<file path="config.mk">
export PLATFORM = sky130hd
export DESIGN_NAME = mem_access_unit_flat
export DESIGN_NICKNAME = d
export VERILOG_FILES = /design/src/rtl/mem_access_pkg.sv /design/src/rtl/mem_access_unit_if.sv /design/src/rtl/mem_lane_align.sv /design/src/rtl/mem_access_unit.sv /design/src/flat_wrapper.sv
export SDC_FILE = /design/constraint.sdc
export NUM_CORES = 1
export LEC_CHECK = 0
export CAP_MARGIN = 20
export CORE_UTILIZATION = 50
export CTS_CLUSTER_SIZE = 30
export DETAILED_ROUTE_END_ITERATION = 16
export PLACE_DENSITY = 0.81
export SLEW_MARGIN = 20
export SYNTH_ARGS = -nofsm -noshare
export SYNTH_HDL_FRONTEND = slang
export SYNTH_SLANG_ARGS = --single-unit
</file>
<file path="constraint.sdc">
create_clock -name clk_i -period 7.8 [get_ports clk_i]
set_clock_uncertainty 0.1 [all_clocks]
set_input_delay 1.95 -clock clk_i [delete_from_list [all_inputs] [get_ports clk_i]]
set_output_delay 1.95 -clock clk_i [all_outputs]
set_load 0.01 [all_outputs]
</file>
<file path="src/rtl/mem_access_pkg.sv">
// Shared types and helpers for the data-memory access unit: size codes,
// FSM states, the latched request record and alignment/error checks.
package mem_access_pkg;

    typedef enum logic [1:0] {
        SZ_BYTE    = 2'b00,
        SZ_HALF    = 2'b01,
        SZ_WORD    = 2'b10,
        SZ_ILLEGAL = 2'b11
    } size_e;

    typedef enum logic [1:0] {
        ST_IDLE = 2'd0,
        ST_RD   = 2'd1,
        ST_WR   = 2'd2,
        ST_RESP = 2'd3
    } state_e;

    typedef struct packed {
        logic        load;
        size_e       size;
        logic        is_unsigned;
        logic [31:0] addr;
        logic [31:0] wdata;
    } req_t;

    function automatic logic is_misaligned(input logic [1:0] size, input logic [1:0] addr_lo);
        case (size)
            SZ_HALF: return addr_lo[0];
            SZ_WORD: return addr_lo != 2'b00;
            default: return 1'b0;
        endcase
    endfunction

    // No-op requests never fault; only real accesses are checked for size/alignment.
    function automatic logic access_error(input logic load, input logic store,
                                          input logic [1:0] size, input logic [1:0] addr_lo);
        if (load && store)
            return 1'b1;
        if (!load && !store)
            return 1'b0;
        return (size == SZ_ILLEGAL) || is_misaligned(size, addr_lo);
    endfunction

endpackage

</file>
<file path="src/rtl/mem_access_unit_if.sv">
// Request/response and data-memory bus of the access unit.
// slave = the access unit itself, master = pipeline plus memory around it.
interface mem_access_unit_if;
    logic        req_valid_i;
    logic        req_ready_o;
    logic        req_load_i;
    logic        req_store_i;
    logic [1:0]  req_size_i;
    logic        req_unsigned_i;
    logic [31:0] req_addr_i;
    logic [31:0] req_wdata_i;
    logic        resp_valid_o;
    logic [31:0] resp_rdata_o;
    logic        resp_err_o;
    logic        stall_o;
    logic [31:0] mem_addr_o;
    logic [31:0] mem_wdata_o;
    logic        mem_wr_o;
    logic        mem_rd_o;
    logic [31:0] mem_rdata_i;

    modport slave (
        input  req_valid_i, req_load_i, req_store_i, req_size_i, req_unsigned_i,
               req_addr_i, req_wdata_i, mem_rdata_i,
        output req_ready_o, resp_valid_o, resp_rdata_o, resp_err_o, stall_o,
               mem_addr_o, mem_wdata_o, mem_wr_o, mem_rd_o
    );

    modport master (
        output req_valid_i, req_load_i, req_store_i, req_size_i, req_unsigned_i,
               req_addr_i, req_wdata_i, mem_rdata_i,
        input  req_ready_o, resp_valid_o, resp_rdata_o, resp_err_o, stall_o,
               mem_addr_o, mem_wdata_o, mem_wr_o, mem_rd_o
    );
endinterface

</file>
<file path="src/rtl/mem_lane_align.sv">
// Little-endian lane handling: merges store data into a read word and
// extracts/extends load data from it. Purely combinational.
module mem_lane_align
    import mem_access_pkg::*;
(
    input  logic [31:0] old_word,
    input  logic [31:0] wdata,
    input  size_e       size,
    input  logic [1:0]  lane,
    input  logic        is_unsigned,
    output logic [31:0] merged_word,
    output logic [31:0] load_data
);
    logic [31:0] store_rep;
    logic [15:0] shifted;
    logic [3:0]  lane_hit;

    // Replicate the right-aligned store data so every lane sees its own copy.
    always_comb begin
        store_rep = wdata;
        case (size)
            SZ_BYTE: store_rep = {4{wdata[7:0]}};
            SZ_HALF: store_rep = {2{wdata[15:0]}};
            default: store_rep = wdata;
        endcase
    end

    genvar gi;
    generate
        for (gi = 0; gi < 4; gi++) begin : g_lane
            localparam logic [1:0] LANE = 2'(gi);
            assign lane_hit[gi] = (size == SZ_WORD)
                               || (size == SZ_HALF && lane[1] == LANE[1])
                               || (size == SZ_BYTE && lane == LANE);
            assign merged_word[8*gi +: 8] = lane_hit[gi] ? store_rep[8*gi +: 8]
                                                         : old_word[8*gi +: 8];
        end
    endgenerate

    assign shifted = 16'(old_word >> {lane, 3'b000});

    always_comb begin
        load_data = old_word;
        case (size)
            SZ_BYTE: load_data = {{24{~is_unsigned & shifted[7]}},  shifted[7:0]};
            SZ_HALF: load_data = {{16{~is_unsigned & shifted[15]}}, shifted[15:0]};
            default: load_data = old_word;
        endcase
    end

endmodule

</file>
<file path="src/rtl/mem_access_unit.sv">
// Data-memory initiator: word/half/byte loads and stores, sub-word stores as
// read-modify-write, pipeline stall while an access is in flight.
module mem_access_unit
    import mem_access_pkg::*;
#(
    parameter int RD_LATENCY = 1
)
(
    input logic              clk_i,
    input logic              rst_i,
    mem_access_unit_if.slave bus
);
    localparam int CNT_W = (RD_LATENCY > 1) ? $clog2(RD_LATENCY) : 1;
    localparam logic [CNT_W-1:0] CNT_LOAD = CNT_W'(RD_LATENCY - 1);

    state_e            state_reg;
    req_t              req_reg;
    logic [CNT_W-1:0]  cnt_reg;
    logic              ready_reg;
    logic              mem_rd_reg;
    logic              mem_wr_reg;
    logic [31:0]       mem_addr_reg;
    logic [31:0]       mem_wdata_reg;
    logic              resp_valid_reg;
    logic              resp_err_reg;
    logic [31:0]       resp_rdata_reg;

    logic              req_err;
    logic              req_noop;
    logic [31:0]       merged_word;
    logic [31:0]       load_data;

    assign req_err  = access_error(bus.req_load_i, bus.req_store_i, bus.req_size_i, bus.req_addr_i[1:0]);
    assign req_noop = ~bus.req_load_i & ~bus.req_store_i;

    // Operates on the live memory read data; results are captured on the last RD cycle.
    mem_lane_align u_lane_align (
        .old_word    (bus.mem_rdata_i),
        .wdata       (req_reg.wdata),
        .size        (req_reg.size),
        .lane        (req_reg.addr[1:0]),
        .is_unsigned (req_reg.is_unsigned),
        .merged_word (merged_word),
        .load_data   (load_data)
    );

    always_ff @(posedge clk_i or posedge rst_i) begin
        if (rst_i) begin
            state_reg      <= ST_IDLE;
            req_reg        <= '0;
            cnt_reg        <= '0;
            ready_reg      <= 1'b1;
            mem_rd_reg     <= 1'b0;
            mem_wr_reg     <= 1'b0;
            mem_addr_reg   <= '0;
            mem_wdata_reg  <= '0;
            resp_valid_reg <= 1'b0;
            resp_err_reg   <= 1'b0;
            resp_rdata_reg <= '0;
        end else begin
            case (state_reg)
                ST_IDLE: begin
                    if (bus.req_valid_i) begin
                        ready_reg <= 1'b0;
                        req_reg   <= '{load:        bus.req_load_i,
                                       size:        size_e'(bus.req_size_i),
                                       is_unsigned: bus.req_unsigned_i,
                                       addr:        bus.req_addr_i,
                                       wdata:       bus.req_wdata_i};
                        if (req_err || req_noop) begin
                            state_reg      <= ST_RESP;
                            resp_valid_reg <= 1'b1;
                            resp_err_reg   <= req_err;
                            resp_rdata_reg <= '0;
                        end else if (bus.req_load_i || bus.req_size_i != SZ_WORD) begin
                            state_reg    <= ST_RD;
                            mem_rd_reg   <= 1'b1;
                            mem_addr_reg <= {bus.req_addr_i[31:2], 2'b00};
                            cnt_reg      <= CNT_LOAD;
                        end else begin
                            state_reg     <= ST_WR;
                            mem_wr_reg    <= 1'b1;
                            mem_addr_reg  <= {bus.req_addr_i[31:2], 2'b00};
                            mem_wdata_reg <= bus.req_wdata_i;
                        end
                    end
                end
                ST_RD: begin
                    if (cnt_reg == '0) begin
                        mem_rd_reg <= 1'b0;
                        if (req_reg.load) begin
                            state_reg      <= ST_RESP;
                            mem_addr_reg   <= '0;
                            resp_valid_reg <= 1'b1;
                            resp_err_reg   <= 1'b0;
                            resp_rdata_reg <= load_data;
                        end else begin
                            // Read half of a sub-word store done; write the merged word next.
                            state_reg     <= ST_WR;
                            mem_wr_reg    <= 1'b1;
                            mem_addr_reg  <= {req_reg.addr[31:2], 2'b00};
                            mem_wdata_reg <= merged_word;
                        end
                    end else begin
                        cnt_reg <= cnt_reg - 1'b1;
                    end
                end
                ST_WR: begin
                    state_reg      <= ST_RESP;
                    mem_wr_reg     <= 1'b0;
                    mem_addr_reg   <= '0;
                    mem_wdata_reg  <= '0;
                    resp_valid_reg <= 1'b1;
                    resp_err_reg   <= 1'b0;
                    resp_rdata_reg <= '0;
                end
                default: begin
                    state_reg      <= ST_IDLE;
                    ready_reg      <= 1'b1;
                    resp_valid_reg <= 1'b0;
                    resp_err_reg   <= 1'b0;
                    resp_rdata_reg <= '0;
                end
            endcase
        end
    end

    assign bus.stall_o      = (state_reg == ST_IDLE && bus.req_valid_i)
                           || state_reg == ST_RD || state_reg == ST_WR;
    assign bus.req_ready_o  = ready_reg;
    assign bus.mem_rd_o     = mem_rd_reg;
    assign bus.mem_wr_o     = mem_wr_reg;
    assign bus.mem_addr_o   = mem_addr_reg;
    assign bus.mem_wdata_o  = mem_wdata_reg;
    assign bus.resp_valid_o = resp_valid_reg;
    assign bus.resp_err_o   = resp_err_reg;
    assign bus.resp_rdata_o = resp_rdata_reg;

endmodule

</file>
<file path="src/flat_wrapper.sv">
// flat-port wrapper written by rule: the top's interface ports become plain ports
module mem_access_unit_flat import mem_access_pkg::*;
#(
    parameter int RD_LATENCY = 1
)
  (clk_i, rst_i, bus_req_valid_i, bus_req_load_i, bus_req_store_i, bus_req_size_i, bus_req_unsigned_i, bus_req_addr_i, bus_req_wdata_i, bus_mem_rdata_i, bus_req_ready_o, bus_resp_valid_o, bus_resp_rdata_o, bus_resp_err_o, bus_stall_o, bus_mem_addr_o, bus_mem_wdata_o, bus_mem_wr_o, bus_mem_rd_o);
  mem_access_unit_if bus_i ();
  input logic clk_i;
  input logic rst_i;
  input wire logic [$bits(bus_i.req_valid_i)-1:0] bus_req_valid_i;
  input wire logic [$bits(bus_i.req_load_i)-1:0] bus_req_load_i;
  input wire logic [$bits(bus_i.req_store_i)-1:0] bus_req_store_i;
  input wire logic [$bits(bus_i.req_size_i)-1:0] bus_req_size_i;
  input wire logic [$bits(bus_i.req_unsigned_i)-1:0] bus_req_unsigned_i;
  input wire logic [$bits(bus_i.req_addr_i)-1:0] bus_req_addr_i;
  input wire logic [$bits(bus_i.req_wdata_i)-1:0] bus_req_wdata_i;
  input wire logic [$bits(bus_i.mem_rdata_i)-1:0] bus_mem_rdata_i;
  output wire logic [$bits(bus_i.req_ready_o)-1:0] bus_req_ready_o;
  output wire logic [$bits(bus_i.resp_valid_o)-1:0] bus_resp_valid_o;
  output wire logic [$bits(bus_i.resp_rdata_o)-1:0] bus_resp_rdata_o;
  output wire logic [$bits(bus_i.resp_err_o)-1:0] bus_resp_err_o;
  output wire logic [$bits(bus_i.stall_o)-1:0] bus_stall_o;
  output wire logic [$bits(bus_i.mem_addr_o)-1:0] bus_mem_addr_o;
  output wire logic [$bits(bus_i.mem_wdata_o)-1:0] bus_mem_wdata_o;
  output wire logic [$bits(bus_i.mem_wr_o)-1:0] bus_mem_wr_o;
  output wire logic [$bits(bus_i.mem_rd_o)-1:0] bus_mem_rd_o;
  assign bus_i.req_valid_i = bus_req_valid_i;
  assign bus_i.req_load_i = bus_req_load_i;
  assign bus_i.req_store_i = bus_req_store_i;
  assign bus_i.req_size_i = bus_req_size_i;
  assign bus_i.req_unsigned_i = bus_req_unsigned_i;
  assign bus_i.req_addr_i = bus_req_addr_i;
  assign bus_i.req_wdata_i = bus_req_wdata_i;
  assign bus_i.mem_rdata_i = bus_mem_rdata_i;
  assign bus_req_ready_o = bus_i.req_ready_o;
  assign bus_resp_valid_o = bus_i.resp_valid_o;
  assign bus_resp_rdata_o = bus_i.resp_rdata_o;
  assign bus_resp_err_o = bus_i.resp_err_o;
  assign bus_stall_o = bus_i.stall_o;
  assign bus_mem_addr_o = bus_i.mem_addr_o;
  assign bus_mem_wdata_o = bus_i.mem_wdata_o;
  assign bus_mem_wr_o = bus_i.mem_wr_o;
  assign bus_mem_rd_o = bus_i.mem_rd_o;
  mem_access_unit #(.RD_LATENCY(RD_LATENCY)) u_core (.clk_i(clk_i), .rst_i(rst_i), .bus(bus_i));
endmodule
</file>
==> results.json, run 1 <==
{
  "status": "finished, final reports clean",
  "hp-class": "reg -> reg",
  "final_common_cell": "clkdlybuf4s50_1",
  "max_stage_delay_ns": 0.66,
  "cts_resized": 0,
  "final_cell_mix": "203 x clkdlybuf4s50_1, 168 x dfrtp_1, 112 x a21oi_1",
  "grt_max_degree": 118,
  "cp.depth": 4,
  "timing.rr.end": "u_core.bus.mem_wdata_o[14]$_DFFE_PP0P_",
  "layout-drive-gt1-share": 0.120,
  "core-area_um2": 16500,
  "worst-r2r-cell-count": 6,
  "rsz0062_at_grt": "false",
  "p_switching_w": 0.00195,
  "worstPathMaxFanout": 7,
  "post-route-cell-area_um2": 11100,
  "clk_pin_slew_worst_paths_ns": 0.06,
  "yosysWarnings": 0,
  "ios": 206,
  "largest_reg_flops": 68,
  "fin_nets": 1119,
  "syn_area_um2": 8420,
  "wire_per_inst_um": 18.8,
  "first_global_vias": 6733,
  "cts_tree": "done",
  "crit_family": "buffers and inverters",
  "worst-path-buf-inv": 2,
  "hpwl_um": 16000,
  "rrSetupSlack_ns": 4.45,
  "critPathLaunch": "bus_req_valid_i",
  "p_per_area_nw_per_um2": 437,
  "root_buffer": "clkbuf_16",
  "place_congestion": 0.874,
  "overflow": 0,
  "crit_path_top_delay_cell": "clkdlybuf4s50_1",
  "drc": 0,
  "start_util": 0.509,
  "slew_headroom": 0.250,
  "rows": 47,
  "maxCapViolCount": 0,
  "ir_worst_vdd_uv": 224,
  "wl_um": 23300,
  "cts_setup_buffers": 0,
  "ant_nets": 0,
  "syn_area_per_cell_um2": 10.1,
  "swShare": 0.403,
  "drt_first_pass_iters": 5,
  "antenna_found_initial": 0,
  "min_period_ns": 5.35,
  "cts_hold_buf": 0,
  "clk_latency_ns": 0.43,
  "post-route-period-util": 0.686,
  "seq_power_share": 0.328,
  "intPower_w": 0.00289,
  "max_freq_ghz": 0.187,
  "crit_type": "in -> out",
  "maxSlewViolCount": 0,
  "p_comb_frac": 0.510,
  "ys_seq_elements": 169,
  "synth_cell_types": 46,
  "num_vias": 6969,
  "crit_arrival_ns": 3.30,
  "leakage_nw": 4.74,
  "tns_ns": 0,
  "dr.first_iter.drc_count": 562,
  "endpoint_kind": "primary output",
  "cp.required_ns": 5.75,
  "setup.worst_path.end": "bus_stall_o",
  "die_height_um": 132,
  "syn_inst": 835,
  "r2r_start": "u_core.state_reg[0]$_DFFE_PP0N_",
  "grt_pass1_wl_um": 36900,
  "crit_chain": "clkdlybuf4s50_1 > nand2_4 > nand2_1 > clkdlybuf4s50_1",
  "crit_path_start_kind": "input port",
  "fp.dieArea_um2": 17400,
  "worst-slew-pin-transition_ns": 1.13,
  "vias_per_cell": 5.62,
  "num_antenna_cells": 0,
  "port_buffers": 203,
  "syn_to_final_growth_pct": 31.9,
  "cpMostUsedCell": "clkdlybuf4s50_1",
  "ys_seq_area_frac": 0.503,
  "cts_num_sinks": 169,
  "clkPwrFrac": 0.162,
  "htree_levels": 4,
  "grt_use_total": 0.274,
  "place_area_um2": 10600,
  "cts.path.max_buffers": 2,
  "hold_viol": 0,
  "die_w_um": 132,
  "numCtsBuffers": 17,
  "finalSetupViolations": 0
}
## worst reg2reg max path, delay by kind of cell, from the launching register on
family	cells	cell delay [ns]
compound gates	1	0.11
fa+ha+maj	1	0.32
buf+inv	1	0.53
flops	1	0.40
mux	1	0.56
simple gates	2	1.20
## final cells by class
cell class,instances,area (um2)
Fill cell,1276,5430
Sequential cell,169,4230
Multi-Input combinational cell,583,3860
Timing Repair Buffer,210,2080
Clock buffer,19,443
Tap cell,220,275
Inverter,27,109
Clock inverter,12,91.3
## cells in the mapped netlist, drive strengths merged
master | n | area [um2]
buf | 22 | 120
dfstp | 1 | 26.3
a31oi | 3 | 18.8
o22a | 1 | 8.76
o211ai | 1 | 7.51
nand2b | 4 | 25.0
nor2b | 51 | 319
xnor2 | 1 | 8.76
inv | 26 | 97.6
mux2i | 33 | 330
dfrtp | 168 | 4200
nand2 | 74 | 280
or2 | 3 | 18.8
a31o | 1 | 8.76
a311oi | 2 | 23.8
a21oi | 113 | 569
nor2 | 65 | 244
a211o | 1 | 8.76
mux2 | 99 | 1110
o21ai | 65 | 325
clkbuf | 35 | 131
o41ai | 2 | 25.0
and4b | 1 | 10.0
and3 | 1 | 6.26
nor3 | 2 | 10.0
a21o | 3 | 22.5
a21boi | 8 | 60.1
a211oi | 2 | 15.0
o31ai | 11 | 82.6
conb | 1 | 3.75
o22ai | 18 | 126
ha | 7 | 87.6
a22oi | 7 | 52.6
nor3b | 1 | 7.51
or4 | 1 | 11.3
clkinv | 1 | 3.75
## routing by layer
layer	up-vias	GRT usage	wire length (um)
met2	308	0.419	10800
met1	3380	0.381	10100
met4	0	0.0969	447
met5	-	0	0
met3	38	0.0654	1890
li1	3243	-	-
## cells by family (layout without fill, tap and decap cells)
family | after synthesis | after routing | share of synthesized area
AOI/OAI and AO/OA | 238 | 238 | 0.161
and+or+nand+nor | 203 | 203 | 0.111
DFF | 169 | 169 | 0.503
muxes | 132 | 132 | 0.172
buffers and inverters | 84 | 268 | 0.0419
adders and majority gates | 7 | 7 | 0.0104
other | 1 | 2 | 0.000446
xor gates and xnor gates | 1 | 1 | 0.00104
## how the worst min path moves through the flow
| stage | start | endpoint | slack [ns] | depth (start not counted) |
|---|---|---|---|---|
| after floorplan | u_core.req_reg[16]$_DFFE_PP0P_ | u_core.req_reg[16]$_DFFE_PP0P_ | 0.34 | 2 |
| after global placement | u_core.req_reg[16]$_DFFE_PP0P_ | u_core.req_reg[16]$_DFFE_PP0P_ | 0.36 | 2 |
| after detailed placement | u_core.req_reg[16]$_DFFE_PP0P_ | u_core.req_reg[16]$_DFFE_PP0P_ | 0.37 | 2 |
| after CTS | u_core.req_reg[16]$_DFFE_PP0P_ | u_core.req_reg[16]$_DFFE_PP0P_ | 0.38 | 2 |
| after global routing | u_core.bus.mem_wdata_o[31]$_DFFE_PP0P_ | u_core.bus.mem_wdata_o[31]$_DFFE_PP0P_ | 0.41 | 1 |
| final | u_core.bus.resp_rdata_o[31]$_DFFE_PP0P_ | u_core.bus.resp_rdata_o[31]$_DFFE_PP0P_ | 0.37 | 2 |
## power groups by stage
stage / registers (W) / logic (W) / clock network (W)
final: 0.00159 / 0.00247 / 0.000784
after global routing: 0.00164 / 0.00270 / 0.000823
after CTS: 0.00158 / 0.00247 / 0.000795
after detailed placement: 0.00159 / 0.00245 / 0
after global placement: 0.00158 / 0.00239 / 0
after floorplan: 0.00160 / 0.00156 / 0
## through the flow
stage,hold slack (ns),total power (W),setup WS (ns),instances,utilization
after CTS,0.383,0.00485,2.45,1240,0.671
after detailed placement,0.370,0.00404,2.46,1209,0.639
after global routing,0.408,0.00516,2.40,1240,0.672
after floorplan,0.344,0.00315,1.18,836,-
final,0.375,0.00485,2.45,1240,0.672
after global placement,0.360,0.00397,2.45,1209,0.639
No activity file was read; power rests on OpenSTA's default activity.
==> run 2, diff against run 1 <==
clock period = 5 ns   (was 7.8 ns; I/O delays follow)
==> results.json, run 2 (synthesized netlist as in run 1, its figures left out) <==
{
  "worstPathMaxFanout": 7,
  "worst-slew-pin-transition_ns": 1.11,
  "worst-r2r-cell-count": 5,
  "hold_end": "u_core.bus.resp_valid_o$_DFFE_PP0P_",
  "ios": 206,
  "root_buffer": "clkbuf_16",
  "overflow": 0,
  "port_buffers": 203,
  "place_congestion": 0.911,
  "clk_pin_slew_worst_paths_ns": 0.06,
  "cts_num_sinks": 169,
  "final_cell_mix": "203 x clkdlybuf4s50_1, 168 x dfrtp_1, 112 x a21oi_1",
  "max_freq_ghz": 0.254,
  "min_from": "u_core.bus.resp_valid_o$_DFFE_PP0P_",
  "cts_setup_buffers": 0,
  "slew_headroom": 0.257,
  "cts_resized": 0,
  "timing.rr.end": "u_core.bus.resp_rdata_o[25]$_DFFE_PP0P_",
  "cp.required_ns": 3.65,
  "die_height_um": 132,
  "htree_levels": 4,
  "rows": 47,
  "rrSetupSlack_ns": 2.03,
  "num_vias": 7064,
  "num_antenna_cells": 0,
  "hold_viol": 0,
  "fin_nets": 1125,
  "numCtsBuffers": 17,
  "drt_first_pass_iters": 5,
  "p_per_area_nw_per_um2": 687,
  "drc": 0,
  "syn_to_final_growth_pct": 33.6,
  "cts_tree": "done",
  "wire_per_inst_um": 18.9,
  "grt_max_degree": 88,
  "post-route-period-util": 0.788,
  "fillers": 1265,
  "holdPathStages": 2,
  "largest_reg_flops": 68,
  "hpwl_um": 16400,
  "cts_hold_buf": 0,
  "leakage_nw": 4.81,
  "antenna_found_initial": 0,
  "multi_input_area_um2": 3860,
  "wl_um": 23600,
  "core-area_um2": 16500,
  "finalSetupViolations": 0,
  "grt_pass1_wl_um": 37700,
  "cts.path.max_buffers": 2,
  "die_w_um": 132,
  "clk_latency_ns": 0.43,
  "crit_path_start_kind": "input port",
  "final-seq-area_um2": 4230,
  "ir_worst_vdd_uv": 501,
  "maxCapViolCount": 0,
  "tns_ns": 0,
  "crit_arrival_ns": 2.59,
  "rsz0062_at_grt": "false",
  "start_util": 0.509,
  "layout-drive-gt1-share": 0.127,
  "crit_type": "in -> out",
  "ant_nets": 0,
  "fp.dieArea_um2": 17400,
  "first_global_vias": 6988,
  "maxSlewViolCount": 0,
  "hp-class": "reg -> reg",
  "fin_util": 0.680,
  "min_period_ns": 3.94,
  "r2r_start": "u_core.req_reg[65]$_DFFE_PP0P_",
  "grt_use_total": 0.280,
  "vias_per_cell": 5.66,
  "final_common_cell": "clkdlybuf4s50_1",
  "dr.first_iter.drc_count": 612,
  "status": "finished, final reports clean",
  "endpoint_kind": "primary output"
}
[run 2: cell count changes in the layout (fill, tap and decap cells not counted), sizes merged]
cell / previous run / this run
buf: 7 / 13
bufinv: 0 / 2
clkinvlp: 2 / 3
inv: 31 / 30
clkbuf: 19 / 18
[run 2: per-stage QoR]
step,power (W),std cells,instance area [um2],hold WS (ns),setup slack (ns)
2_1_floorplan,0.00492,836,8420,0.344,1.50
3_3_place_gp,0.00622,1214,10600,0.357,0.919
3_5_place_dp,0.00636,1214,10600,0.368,0.807
4_1_cts,0.00773,1246,11200,0.382,1.05
5_1_grt,0.00822,1247,11200,0.405,0.969
6_report,0.00773,1247,11200,0.382,1.06
[run 2: how the worst max path moves through the flow]
| stage | start | endpoint | slack, ns | depth (start not counted) |
|---|---|---|---|---|
| after global routing | bus_req_size_i[0] | u_core.bus.resp_rdata_o[0]$_DFFE_PP0P_ | 0.97 | 8 |
| after floorplan | rst_i | u_core.bus.mem_addr_o[10]$_DFFE_PP0P_ | 1.50 | 1 |
| after global placement | bus_req_size_i[0] | u_core.bus.mem_wdata_o[3]$_DFFE_PP0P_ | 0.92 | 8 |
| after CTS | bus_req_valid_i | bus_stall_o | 1.05 | 4 |
| final | bus_req_valid_i | bus_stall_o | 1.06 | 4 |
| after detailed placement | bus_req_size_i[0] | u_core.bus.mem_wdata_o[12]$_DFFE_PP0P_ | 0.81 | 9 |
[run 2: final cells by class]
type,count,area share
timing repair buffer,216,0.193
sequential,169,0.376
inverter,27,0.00935
multi-input combinational,583,0.344
clock buffer,18,0.0391
clock inverter,14,0.0144
tap,220,0.0245
[run 2: critical path: stages]
cell and delay [ns]:
clkdlybuf4s50_1 0.66, nand2_4 0.08, nand2_1 0.08, clkdlybuf4s50_1 0.53
[run 2: per-layer routing]
| metal | global-route usage | vias to the layer above | share of wire |
|---|---|---|---|
| li1 | - | 3261 | - |
| met1 | 0.384 | 3433 | 0.43 |
| met2 | 0.436 | 321 | 0.46 |
| met3 | 0.0634 | 49 | 0.083 |
| met4 | 0.103 | 0 | 0.025 |
| met5 | 0 | - | 0 |
[run 2: report_power, final]
| group | switching (W) | total [W] | internal [W] |
|---|---|---|---|
| Sequential | 0.000498 | 0.00251 | 0.00202 |
| Clock | 0.000589 | 0.00135 | 0.000761 |
| Combinational | 0.00199 | 0.00386 | 0.00187 |
| Total | 0.00308 | 0.00773 | 0.00465 |
